## config.mk

```make
export PLATFORM = sky130hd
export DESIGN_NAME = demux1to2_buf_flat
export DESIGN_NICKNAME = d
export VERILOG_FILES = /design/src/rtl/demux1to2_buf_pkg.sv /design/src/rtl/demux1to2_buf_if.sv /design/src/rtl/demux1to2_buf_fifo.sv /design/src/rtl/demux1to2_buf.sv /design/src/flat_wrapper.sv
export SDC_FILE = /design/constraint.sdc
export NUM_CORES = 1
export LEC_CHECK = 0
export ABC_AREA = 1
export CAP_MARGIN = 20
export CORE_ASPECT_RATIO = 1.1
export CORE_UTILIZATION = 44
export DETAILED_ROUTE_END_ITERATION = 8
export GPL_ROUTABILITY_DRIVEN = 0
export GPL_TIMING_DRIVEN = 1
export PLACE_DENSITY = 0.73
export SYNTH_ARGS = -nofsm -noshare
export SYNTH_HDL_FRONTEND = slang
export SYNTH_SLANG_ARGS = --single-unit
```

## constraint.sdc

```tcl
create_clock -name clk -period 4.8 [get_ports clk]
set_input_delay 0.48 -clock clk [delete_from_list [all_inputs] [get_ports clk]]
set_output_delay 0.48 -clock clk [all_outputs]
set_load 0.005 [all_outputs]
```

## src/rtl/demux1to2_buf_pkg.sv

```systemverilog
// Shared definitions for the buffered 1-to-2 demultiplexer.
// Holds the select encoding (same as the 2:1 selector: SEL_A picks path a /
// output 0, SEL_B picks path b / output 1), default sizes and a width helper.
package demux1to2_buf_pkg;

  localparam logic SEL_A = 1'b0;
  localparam logic SEL_B = 1'b1;

  localparam int DATA_W    = 32;
  localparam int DEPTH_DEF = 2;

  // Occupancy counter width: one extra bit so full and empty are distinct.
  function automatic int cnt_w(input int depth);
    return $clog2(depth) + 1;
  endfunction

endpackage

```

## src/rtl/demux1to2_buf_if.sv

```systemverilog
// Stream bundle between one producer, the demux and two consumers.
// Ports: in_valid/in_ready/in_data/in_sel (producer side), outk_valid/
// outk_ready/outk_data and cntk occupancy (consumer side, k = 0,1).
interface demux1to2_buf_if #(
  parameter int WIDTH = demux1to2_buf_pkg::DATA_W,
  parameter int DEPTH = demux1to2_buf_pkg::DEPTH_DEF
) ();
  import demux1to2_buf_pkg::*;

  localparam int CW = cnt_w(DEPTH);

  logic             in_valid;
  logic             in_ready;
  logic [WIDTH-1:0] in_data;
  logic             in_sel;

  logic             out0_valid;
  logic             out0_ready;
  logic [WIDTH-1:0] out0_data;
  logic [CW-1:0]    cnt0;

  logic             out1_valid;
  logic             out1_ready;
  logic [WIDTH-1:0] out1_data;
  logic [CW-1:0]    cnt1;

  // Environment side: drives the producer inputs and consumer readies.
  modport master (
    output in_valid, in_data, in_sel, out0_ready, out1_ready,
    input  in_ready, out0_valid, out0_data, cnt0, out1_valid, out1_data, cnt1
  );

  // Demux side.
  modport slave (
    input  in_valid, in_data, in_sel, out0_ready, out1_ready,
    output in_ready, out0_valid, out0_data, cnt0, out1_valid, out1_data, cnt1
  );

endinterface

```

## src/rtl/demux1to2_buf_fifo.sv

```systemverilog
// Per-output FIFO of the demux: circular buffer with read/write pointers.
// Ports: clk, reset (sync, active-high), push/push_data, pop, head_data,
// head_valid, count. Head is visible the cycle after the push edge.
module demux_fifo
  import demux1to2_buf_pkg::*;
#(
  parameter int WIDTH = DATA_W,
  parameter int DEPTH = DEPTH_DEF
) (
  input  logic                    clk,
  input  logic                    reset,
  input  logic                    push,
  input  logic [WIDTH-1:0]        push_data,
  input  logic                    pop,
  output logic [WIDTH-1:0]        head_data,
  output logic                    head_valid,
  output logic [cnt_w(DEPTH)-1:0] count
);

  localparam int PW = $clog2(DEPTH);

  logic [WIDTH-1:0] mem [DEPTH];
  logic [PW-1:0]    wr_ptr;
  logic [PW-1:0]    rd_ptr;
  logic             pop_en;

  // The top only pops a valid head; gating again keeps an empty pop harmless.
  assign pop_en = pop && head_valid;

  always_ff @(posedge clk) begin
    if (reset) begin
      wr_ptr <= '0;
      rd_ptr <= '0;
      count  <= '0;
      // Storage is cleared so head_data reads zero out of reset.
      for (int i = 0; i < DEPTH; i++) mem[i] <= '0;
    end else begin
      if (push) begin
        mem[wr_ptr] <= push_data;
        wr_ptr      <= wr_ptr + 1'b1;
      end
      if (pop_en) rd_ptr <= rd_ptr + 1'b1;
      // Push and pop together leave the occupancy unchanged.
      case ({push, pop_en})
        2'b10:   count <= count + 1'b1;
        2'b01:   count <= count - 1'b1;
        default: count <= count;
      endcase
    end
  end

  assign head_data  = mem[rd_ptr];
  assign head_valid = (count != '0);

endmodule

```

## src/rtl/demux1to2_buf.sv

```systemverilog
// Buffered 1-to-2 stream demux: each accepted word goes to output 0 or 1 by in_sel.
// Ports: clk, reset (sync, active-high) and the slave side of demux1to2_buf_if.
// in_ready depends only on in_sel and the registered counts, never on outk_ready.
module demux1to2_buf
  import demux1to2_buf_pkg::*;
#(
  parameter int WIDTH = DATA_W,
  parameter int DEPTH = DEPTH_DEF
) (
  input  logic            clk,
  input  logic            reset,
  demux1to2_buf_if.slave  bus
);

  localparam int            CW   = cnt_w(DEPTH);
  localparam logic [CW-1:0] FULL = CW'(DEPTH);

  logic          accept_ok;
  logic          accept;
  logic          push0;
  logic          push1;
  logic          pop0;
  logic          pop1;
  logic          head_valid0;
  logic          head_valid1;
  logic [CW-1:0] count0;
  logic [CW-1:0] count1;

  // A full FIFO refuses even when its consumer pops this cycle, so there is
  // no combinational path from out*_ready to in_ready.
  assign accept_ok = !reset && ((bus.in_sel == SEL_B) ? (count1 < FULL)
                                                      : (count0 < FULL));
  assign accept    = bus.in_valid && accept_ok;

  assign push0 = accept && (bus.in_sel == SEL_A);
  assign push1 = accept && (bus.in_sel == SEL_B);
  assign pop0  = head_valid0 && bus.out0_ready;
  assign pop1  = head_valid1 && bus.out1_ready;

  demux_fifo #(.WIDTH(WIDTH), .DEPTH(DEPTH)) u_fifo0 (
    .clk        (clk),
    .reset      (reset),
    .push       (push0),
    .push_data  (bus.in_data),
    .pop        (pop0),
    .head_data  (bus.out0_data),
    .head_valid (head_valid0),
    .count      (count0)
  );

  demux_fifo #(.WIDTH(WIDTH), .DEPTH(DEPTH)) u_fifo1 (
    .clk        (clk),
    .reset      (reset),
    .push       (push1),
    .push_data  (bus.in_data),
    .pop        (pop1),
    .head_data  (bus.out1_data),
    .head_valid (head_valid1),
    .count      (count1)
  );

  assign bus.in_ready   = accept_ok;
  assign bus.out0_valid = head_valid0;
  assign bus.out1_valid = head_valid1;
  assign bus.cnt0       = count0;
  assign bus.cnt1       = count1;

endmodule

```

## src/flat_wrapper.sv

```systemverilog
// flat-port wrapper written by rule: the top's interface ports become plain ports
module demux1to2_buf_flat import demux1to2_buf_pkg::*;
#(
  parameter int WIDTH = DATA_W,
  parameter int DEPTH = DEPTH_DEF
)
  (clk, reset, bus_in_valid, bus_in_data, bus_in_sel, bus_out0_ready, bus_out1_ready, bus_in_ready, bus_out0_valid, bus_out0_data, bus_cnt0, bus_out1_valid, bus_out1_data, bus_cnt1);
  demux1to2_buf_if #(.WIDTH(WIDTH), .DEPTH(DEPTH)) bus_i ();
  input  logic clk;
  input  logic reset;
  input wire logic [$bits(bus_i.in_valid)-1:0] bus_in_valid;
  input wire logic [$bits(bus_i.in_data)-1:0] bus_in_data;
  input wire logic [$bits(bus_i.in_sel)-1:0] bus_in_sel;
  input wire logic [$bits(bus_i.out0_ready)-1:0] bus_out0_ready;
  input wire logic [$bits(bus_i.out1_ready)-1:0] bus_out1_ready;
  output wire logic [$bits(bus_i.in_ready)-1:0] bus_in_ready;
  output wire logic [$bits(bus_i.out0_valid)-1:0] bus_out0_valid;
  output wire logic [$bits(bus_i.out0_data)-1:0] bus_out0_data;
  output wire logic [$bits(bus_i.cnt0)-1:0] bus_cnt0;
  output wire logic [$bits(bus_i.out1_valid)-1:0] bus_out1_valid;
  output wire logic [$bits(bus_i.out1_data)-1:0] bus_out1_data;
  output wire logic [$bits(bus_i.cnt1)-1:0] bus_cnt1;
  assign bus_i.in_valid = bus_in_valid;
  assign bus_i.in_data = bus_in_data;
  assign bus_i.in_sel = bus_in_sel;
  assign bus_i.out0_ready = bus_out0_ready;
  assign bus_i.out1_ready = bus_out1_ready;
  assign bus_in_ready = bus_i.in_ready;
  assign bus_out0_valid = bus_i.out0_valid;
  assign bus_out0_data = bus_i.out0_data;
  assign bus_cnt0 = bus_i.cnt0;
  assign bus_out1_valid = bus_i.out1_valid;
  assign bus_out1_data = bus_i.out1_data;
  assign bus_cnt1 = bus_i.cnt1;
  demux1to2_buf #(.WIDTH(WIDTH), .DEPTH(DEPTH)) u_core (.clk(clk), .reset(reset), .bus(bus_i));
endmodule
```

-- Word level (Yosys, flattened, before mapping)
Memory sizes are Yosys's and may differ from the RTL's. A register that Yosys moved wholly into a read port is not among the register bits.
Index checks and enable logic that the tools add are counted.
- ROM bits: 0
- register bits after elaboration: 8
- logic and storage cells: 59
- memories kept: 2
- RAM bits: 128
- latch bits: 0
- output and inout port bits: 71
- bits of input ports: 38
- memories (name ; words ; bits a word ; rd ports ; clocked after memory_dff ; wr ports ; RTL line ; source):
    u_core.u_fifo0.mem ; 2 ; 32 ; 1 ; 1 ; 2 ; demux1to2_buf_fifo.sv:22 ; logic [WIDTH-1:0] mem [DEPTH];
    u_core.u_fifo1.mem ; 2 ; 32 ; 1 ; 1 ; 2 ; demux1to2_buf_fifo.sv:22 ;
- reduce and logical (&&, ||, !) cells: 15
- equality and inequality tests: 4
- multipliers: 0
- bitwise operators: 1
- div/mod/pow operators: 0
- mux-type cells: 21
- shift operators: 0
- $add $sub $neg: 8
- magnitude comparators: 2
- operators by type and width (cell ; number):
    32-bit 2-to-1 mux ; 2
    32-bit OR reduction ; 2
    1-bit 2-to-1 mux ; 17
    1-bit logical AND ; 8
    2-bit case mux with 2 select lines ; 2
    2-bit nonzero test ; 4
    1-bit adder, second input constant ; 4
    2-bit by 1-bit adder with 2-bit output, second input constant ; 2
    2-bit by 1-bit == test with 1-bit output, second input constant ; 2
    2-bit == test, second input constant ; 2
    2-bit less-than comparator, second input constant ; 2
    2-bit by 1-bit subtractor with 2-bit output, second input constant ; 2
    1-bit zero test ; 1
    1-bit NOT ; 1

-- Depth between registers and ports, before layout
Gate-level depths: netlist of run 1.
- depth in word-level cells: 10
- depth in mapped cells: 11
- gate-level depth less buffers: 11

-- By module
Synthesis of run 1 repeated with hierarchy kept, for this count alone.
- cells, all modules: 493
- area total of the unflattened synthesis: 5995.8 um^2
- modules (own cells, without submodules) (module ; cells an instance ; area each (um^2) ; sequential area each (um^2) ; instances):
    demux_fifo ; 240 ; 2967.8 ; 2021.9 ; 2
    demux1to2_buf ; 13 ; 60.1 ; 0.0 ; 1

-- Worst setup path before layout of run 1
OpenSTA, ideal clock, no wires.
- kind: input -> register
- from: in reset
- to: mem u_core.u_fifo0.mem[0][0] in the netlist's numbering, enable pin
- required time: 4411 ps
- stages: 7
- buffers on the path: 2
- arrival: 1944 ps
- slack: 2467 ps
- library setup time: 389 ps
- path through: inv_1 > buf_4 > nand4_1 > nor2_1 > nand2_1 > buf_2 > nand2_1
- RTL lines (element ; RTL line ; source):
    start: declaration ; flat_wrapper.sv:10 ; input logic reset;
    end: declaration ; demux1to2_buf_fifo.sv:22 ;

==> results_dict.tcl, run 1 <==
set metrics [dict create \
    critPathRequiredTime_ns 4.32 \
    start_util_pct 45.4 \
    drt_iter0_drc 138 \
    cts_tree "yes" \
    cts-buffers-inserted 17 \
    cpLargestDelayFamily "flip-flops" \
    path_cells "mux2_2 -> clkdlybuf4s50_1" \
    holdCritStartpoint "u_core.u_fifo1.rd_ptr$_SDFFE_PP0P_" \
    multiInputGateArea_sq_mm 0.00145 \
    dpl.hpwl_microns 7400 \
    hold_buffers 0 \
    critPathSlowestCell "dfxtp_2" \
    worst_pin_slew_ns 0.866 \
    num_io_pins 109 \
    min_path_type "reg -> reg" \
    synth_nets 479 \
    r2r_start "u_core.u_fifo0.count[1]$_SDFFE_PP0P_" \
    syn-mean-instance-area_sq_um 13.1 \
    cts.sinks 138 \
    finalClockSkew_ns 0.00697 \
    die_h_microns 122 \
    dieArea_sq_mm 0.0135 \
    synthFlopType "edfxtp_1" \
    clk_path_buf_depth 2 \
    grt_overflow 0 \
    syn_inst 439 \
    post_cts_buffers 0 \
    rr_worst_depth 6 \
    core_sq_mm 0.0126 \
    wirelength_microns 12100 \
    slew_viol_final 0 \
    cp_max_fo 32 \
    max_slew_margin_pct 42.1 \
    rsz0062_at_grt "false" \
    hold_ws_ns 0.449 \
    first_pass_iters 4 \
    vias 3638 \
    ys_seq_area_share_pct 70.4 \
    viasPerCell 5.06 \
    fmax_ghz 0.376 \
    synth_top_area_share_pct 67.0 \
    n_fill_cell 975 \
    post-route-cell-area_sq_mm 0.00759 \
    async_flop_share_pct 0 \
    worstSkewPairLatency_ns 0.41 \
    rows 43 \
    clkTransAtPathRegs_ns 0.06 \
    synth_common_cells "141 x nor2_1, 128 x edfxtp_1, 60 x mux2_2" \
    end_kind "primary output" \
    synth.largest_area_cell "edfxtp_1" \
    wl_per_cell_microns 16.8 \
    place_area_sq_mm 0.00696 \
    outcome "finished clean" \
    crit_type "reg -> out" \
    power-per-cell-area_mw_per_mm2 423 \
    synth_edf_count 128 \
    reg2reg_slack_ns 2.58 \
    cts_root_buf "clkbuf_16" \
    yosysWarningCount 0 \
    grt_pass1_vias 3730 \
    vdd_drop_max_mv 0.265 \
    grt_usage_pct 18.7 \
    final_util_pct 60.0 \
    drc_errors 0 \
    fp.dieW_microns 111 \
    synthMostInstantiatedCell "nor2_1" \
    max_stage_delay_ns 0.87 \
    ant_nets 0 \
    cts_resized 0 \
    htreeDepth 4 \
    finalCriticalPeriod_ns 2.66 \
    whs_path_depth 1 \
    ys_types 18 \
    port_buffers 108 \
    r2r-end "u_core.u_fifo0.mem[1][19]$_SDFFCE_PN0P_" \
    layout-drive-gt1-share_pct 17.4 \
    setup_tns_ns 0 \
    diodes 0 \
    layout.nets 589 \
    crit_buf_inv 1 \
    synth.area.top_cells "edfxtp_1 67%, mux2_2 12%, nor2_1 9.2%, dfxtp_1 3.5%, inv_1 2.6%" \
    hold_viol_final 0 \
    finalSetupViolCount 0 \
    synthesis.area_sq_mm 0.00574 \
    maxCapViolations 0 \
    grt_max_degree 34 \
    crit_path_start_kind "flop" \
    synth.ff_latch_count 138 \
    syn2layout_area_growth_pct 32.1 \
    antenna_found_initial 0 \
    leakagePower_uw 0.00301 \
    seqCellArea_sq_mm 0.00405 \
    cp.arrival_ns 2.18 \
    timing.final.crit_share_pct 55.4 \
    grt_pass1_wl_microns 18900 \
]
-- metal layers --
metal,routed length (microns),track usage (%),share of wire [%]
met3,659,4.58,5.4
met1,4810,21.7,40
met2,6360,32.8,52
met4,282,9.00,2.3
met5,0,0,0
-- metrics by stage --
step	std cells	total power, uW	setup WS [ns]
2_1_floorplan	439	1620	2.47
3_3_place_gp	687	1840	1.90
3_5_place_dp	687	1850	1.80
4_1_cts	719	3230	2.08
5_1_grt	719	3310	2.02
6_report	719	3210	2.14
-- worst register-to-register path: stages, from the launching register on --
cell and delay [ns]:
dfxtp_1 0.42, inv_1 0.09, nor2_1 0.10, nor2_1 0.08
nand4_1 0.07, buf_4 0.38, nand2_2 0.61
-- final cells by class --
| cell class | count | share of cell area [%] |
|---|---|---|
| sequential | 138 | 53.3 |
| inverter | 40 | 1.98 |
| clock inverter | 14 | 2.66 |
| tap | 157 | 2.59 |
| timing repair buffer | 112 | 14.6 |
| multi-input combinational | 240 | 19.1 |
| clock buffer | 18 | 5.66 |
-- cells in the final DEF (no fill, tap or decap), drive strengths merged --
cell	Yosys	final
o21ai	3	3
clkbuf	2	18
xor2	1	1
ha	2	2
buf	19	4
clkdlybuf4s50	0	108
mux2	64	64
dfxtp	10	10
inv	40	41
o21a	2	2
o21bai	2	2
nor2	141	141
clkinv	0	5
a21oi	7	7
clkinvlp	0	3
bufinv	0	5
or2	1	1
edfxtp	128	128
nand2	14	14
nand4	3	3
-- power by group --
group	switching (uW)	leakage, uW	total (uW)	internal [uW]
Sequential	50.7	0.00141	1440	1390
Clock	475	0.000296	1390	914
Combinational	150	0.00130	381	231
Total	675	0.00301	3210	2530
-- sequential cells by signal, summed over array words and instances (netlist names), named ones only --
register,cells
u_core.u_fifo0.mem,64
u_core.u_fifo1.mem,64
u_core.u_fifo0.count,2
u_core.u_fifo1.count,2
u_core.u_fifo0.rd_ptr,1
u_core.u_fifo0.wr_ptr,1
u_core.u_fifo1.rd_ptr,1
u_core.u_fifo1.wr_ptr,1
-- worst max path at each step --
stage / from / end / slack [ns] / cells after the start
finish: flop / bus_out0_data[14] / 2.14 / 2
global route: flop / bus_out0_data[18] / 2.02 / 2
CTS: flop / bus_out0_data[14] / 2.08 / 2
detailed placement: reset / u_core.u_fifo0.mem[0][20]$_SDFFCE_PN0P_ / 1.80 / 7
global placement: reset / u_core.u_fifo0.mem[1][17]$_SDFFCE_PN0P_ / 1.90 / 7
floorplan: reset / u_core.u_fifo0.mem[0][0]$_SDFFCE_PN0P_ / 2.47 / 7
-- cells by family (layout without fill, tap and decap cells) --
logic type	after synthesis	in the layout	share of synthesized area, %
compound gates	14	14	1.39
fa+ha+maj	2	2	0.436
xor+xnor	1	1	0.153
flops	138	138	70.4
simple gates	159	159	10.6
mux	64	64	12.6
buf+inv	61	184	4.45
(Power assumes the default switching activity.)
==> run 2: changes to the inputs <==
PLACE_DENSITY = 0.76   (was 0.73)
clock period = 2.1 ns   (was 4.8 ns; I/O delays follow)
==> run 2 against run 1 <==
  * Final cell count grew 1.5%
  * Clock power grew 100%
  * Non-clock buffer count up 12
  * Wire length shrank 1.3%
  * Core utilization rose by 0.68 points
  * Sequential power grew 120%
  * Die area stayed put
  * Global-route usage shrank 0.26 points
  * Final area grew 1.1%
  * Register-to-register slack lost 2.2 ns
  * Sequential share of layout area fell by 0.60 points
  * First-iteration DRC count is 38% higher
  * Largest cell class unchanged
  * Highest routed layer unchanged
==> results_dict.tcl, run 2 (synthesis gave the netlist of run 1 again) <==
set metrics [dict create \
    cp_max_fo 32 \
    timing.final.crit_share_pct 96.7 \
    fp.dieW_microns 111 \
    first_pass_iters 4 \
    crit_path_start_kind "flop" \
    slew_viol_final 0 \
    grt_max_degree 33 \
    fin_cells 730 \
    dieArea_sq_mm 0.0135 \
    n_fill_cell 975 \
    finalPower_uw 6990 \
    finalCriticalPeriod_ns 2.03 \
    layout-drive-gt1-share_pct 19.5 \
    power-per-cell-area_mw_per_mm2 911 \
    hold_viol_final 0 \
    grt_pass1_wl_microns 18600 \
    cts_tree "yes" \
    final_common_cell "nor2_1" \
    cts.sinks 138 \
    hold_buffers 0 \
    post_cts_buffers 0 \
    crit_type "reg -> out" \
    viasPerCell 4.96 \
    final_cell_mix "141 x nor2_1, 128 x edfxtp_1, 108 x clkdlybuf4s50_1" \
    fmax_ghz 0.492 \
    antenna_found_initial 0 \
    vias 3624 \
    layout.nets 601 \
    dp_cells 699 \
    max_slew_margin_pct 71.1 \
    critPathRequiredTime_ns 1.89 \
    core_sq_mm 0.0126 \
    leakagePower_uw 0.00306 \
    outcome "finished clean" \
    top_regs "u_core.u_fifo0.mem x64, u_core.u_fifo1.mem x64" \
    htreeDepth 4 \
    cts_root_buf "clkbuf_16" \
    min_path_type "in -> reg" \
    finalSetupViolCount 0 \
    grt_usage_pct 18.5 \
    maxCapViolations 0 \
    finalClockSkew_ns 0.00508 \
    clk_path_buf_depth 2 \
    num_io_pins 109 \
    start_util_pct 45.4 \
    dpl.hpwl_microns 7470 \
    wirelength_microns 12000 \
    port_buffers 108 \
    cp.arrival_ns 1.82 \
    worst_pin_slew_ns 0.433 \
    die_h_microns 122 \
    drt_iter0_drc 190 \
    drc_errors 0 \
    rows 43 \
    vdd_drop_max_mv 0.417 \
    ant_nets 0 \
    grt_pass1_vias 3725 \
    diodes 0 \
    wl_per_cell_microns 16.4 \
    cts-buffers-inserted 17 \
    end_kind "primary output" \
    rsz0062_at_grt "false" \
    clkTransAtPathRegs_ns 0.06 \
    worstSkewPairLatency_ns 0.41 \
    grt_overflow 0 \
    syn2layout_area_growth_pct 33.7 \
]
-- run 2: changes by cell type in the layout (fill, tap and decap cells not counted) --
| cell | delta |
|---|---|
| buf_12 | +5 |
| buf_4 | +5 |
| buf_6 | +2 |
| bufinv_16 | -3 |
| clkbuf_1 | -1 |
| clkinv_1 | -2 |
| clkinv_2 | +4 |
| clkinvlp_4 | +1 |
-- run 2: per-layer routing --
layer / routed length, microns / GRT usage, % / vias to the layer above
met2: 6230 / 31.7 / 103
met1: 4940 / 21.9 / 1763
met3: 633 / 5.12 / 15
met5: 0 / 0 / -
li1: - / - / 1743
met4: 157 / 7.92 / 0
-- run 2: report_power, final --
| part | internal, uW | total [uW] | switching [uW] |
|---|---|---|---|
| sequential | 3170 | 3220 | 57.6 |
| combinational | 574 | 979 | 405 |
| clock | 1720 | 2790 | 1070 |
| total | 5460 | 6990 | 1530 |
-- run 2: worst paths after layout --
check                                                     startpoint                              endpoint  slack [ns]  cells after the start
worst min register to register    u_core.u_fifo1.rd_ptr$_SDFFE_PP0P_                                  flop        0.45                      1
worst max-delay path                                            flop                     bus_out0_data[14]        0.07                      3
worst min-delay path                                           reset  u_core.u_fifo1.count[0]$_SDFFE_PP0P_        0.36                      2
worst max register to register  u_core.u_fifo1.count[1]$_SDFFE_PP0P_  u_core.u_fifo0.count[1]$_SDFFE_PP0P_        0.40                     10
-- run 2: worst max-delay path, stage by stage (launching register included) --
cell and delay, ns:
dfxtp_2 0.34, buf_12 0.21, mux2_2 0.36, clkdlybuf4s50_1 0.49
-- run 2: stage by stage --
step	setup WS, ns	utilization [%]	setup TNS [ns]	hold WS, ns	cell area, sq um
global placement	0.0854	56.2	0	0.437	7110
detailed placement	-0.0367	56.2	-0.0614	0.440	7110
global route	0.00242	60.7	0	0.373	7670
finish	0.0690	60.7	0	0.359	7670
CTS	0.0424	60.7	0	0.348	7670
floorplan	0.0284	-	0	0.282	5740
-- run 2: final cells by class --
cell class                      count  area [sq um]  share of cell area (%)
Inverter                           40           150                    1.96
Timing Repair Buffer              124          1270                    16.6
Clock buffer                       17           425                    5.54
Sequential cell                   138          4050                    52.7
Tap cell                          157           196                    2.56
Multi-Input combinational cell    240          1450                    18.9
Clock inverter                     14           131                    1.71
-- run 2: what timing repair did --
| item | 4_1_cts | 5_1_grt |
|---|---|---|
| setup endpoints to repair | 1 | 1 |
| hold endpoints to repair | 0 | 0 |
| resized for setup | 1 | 1 |
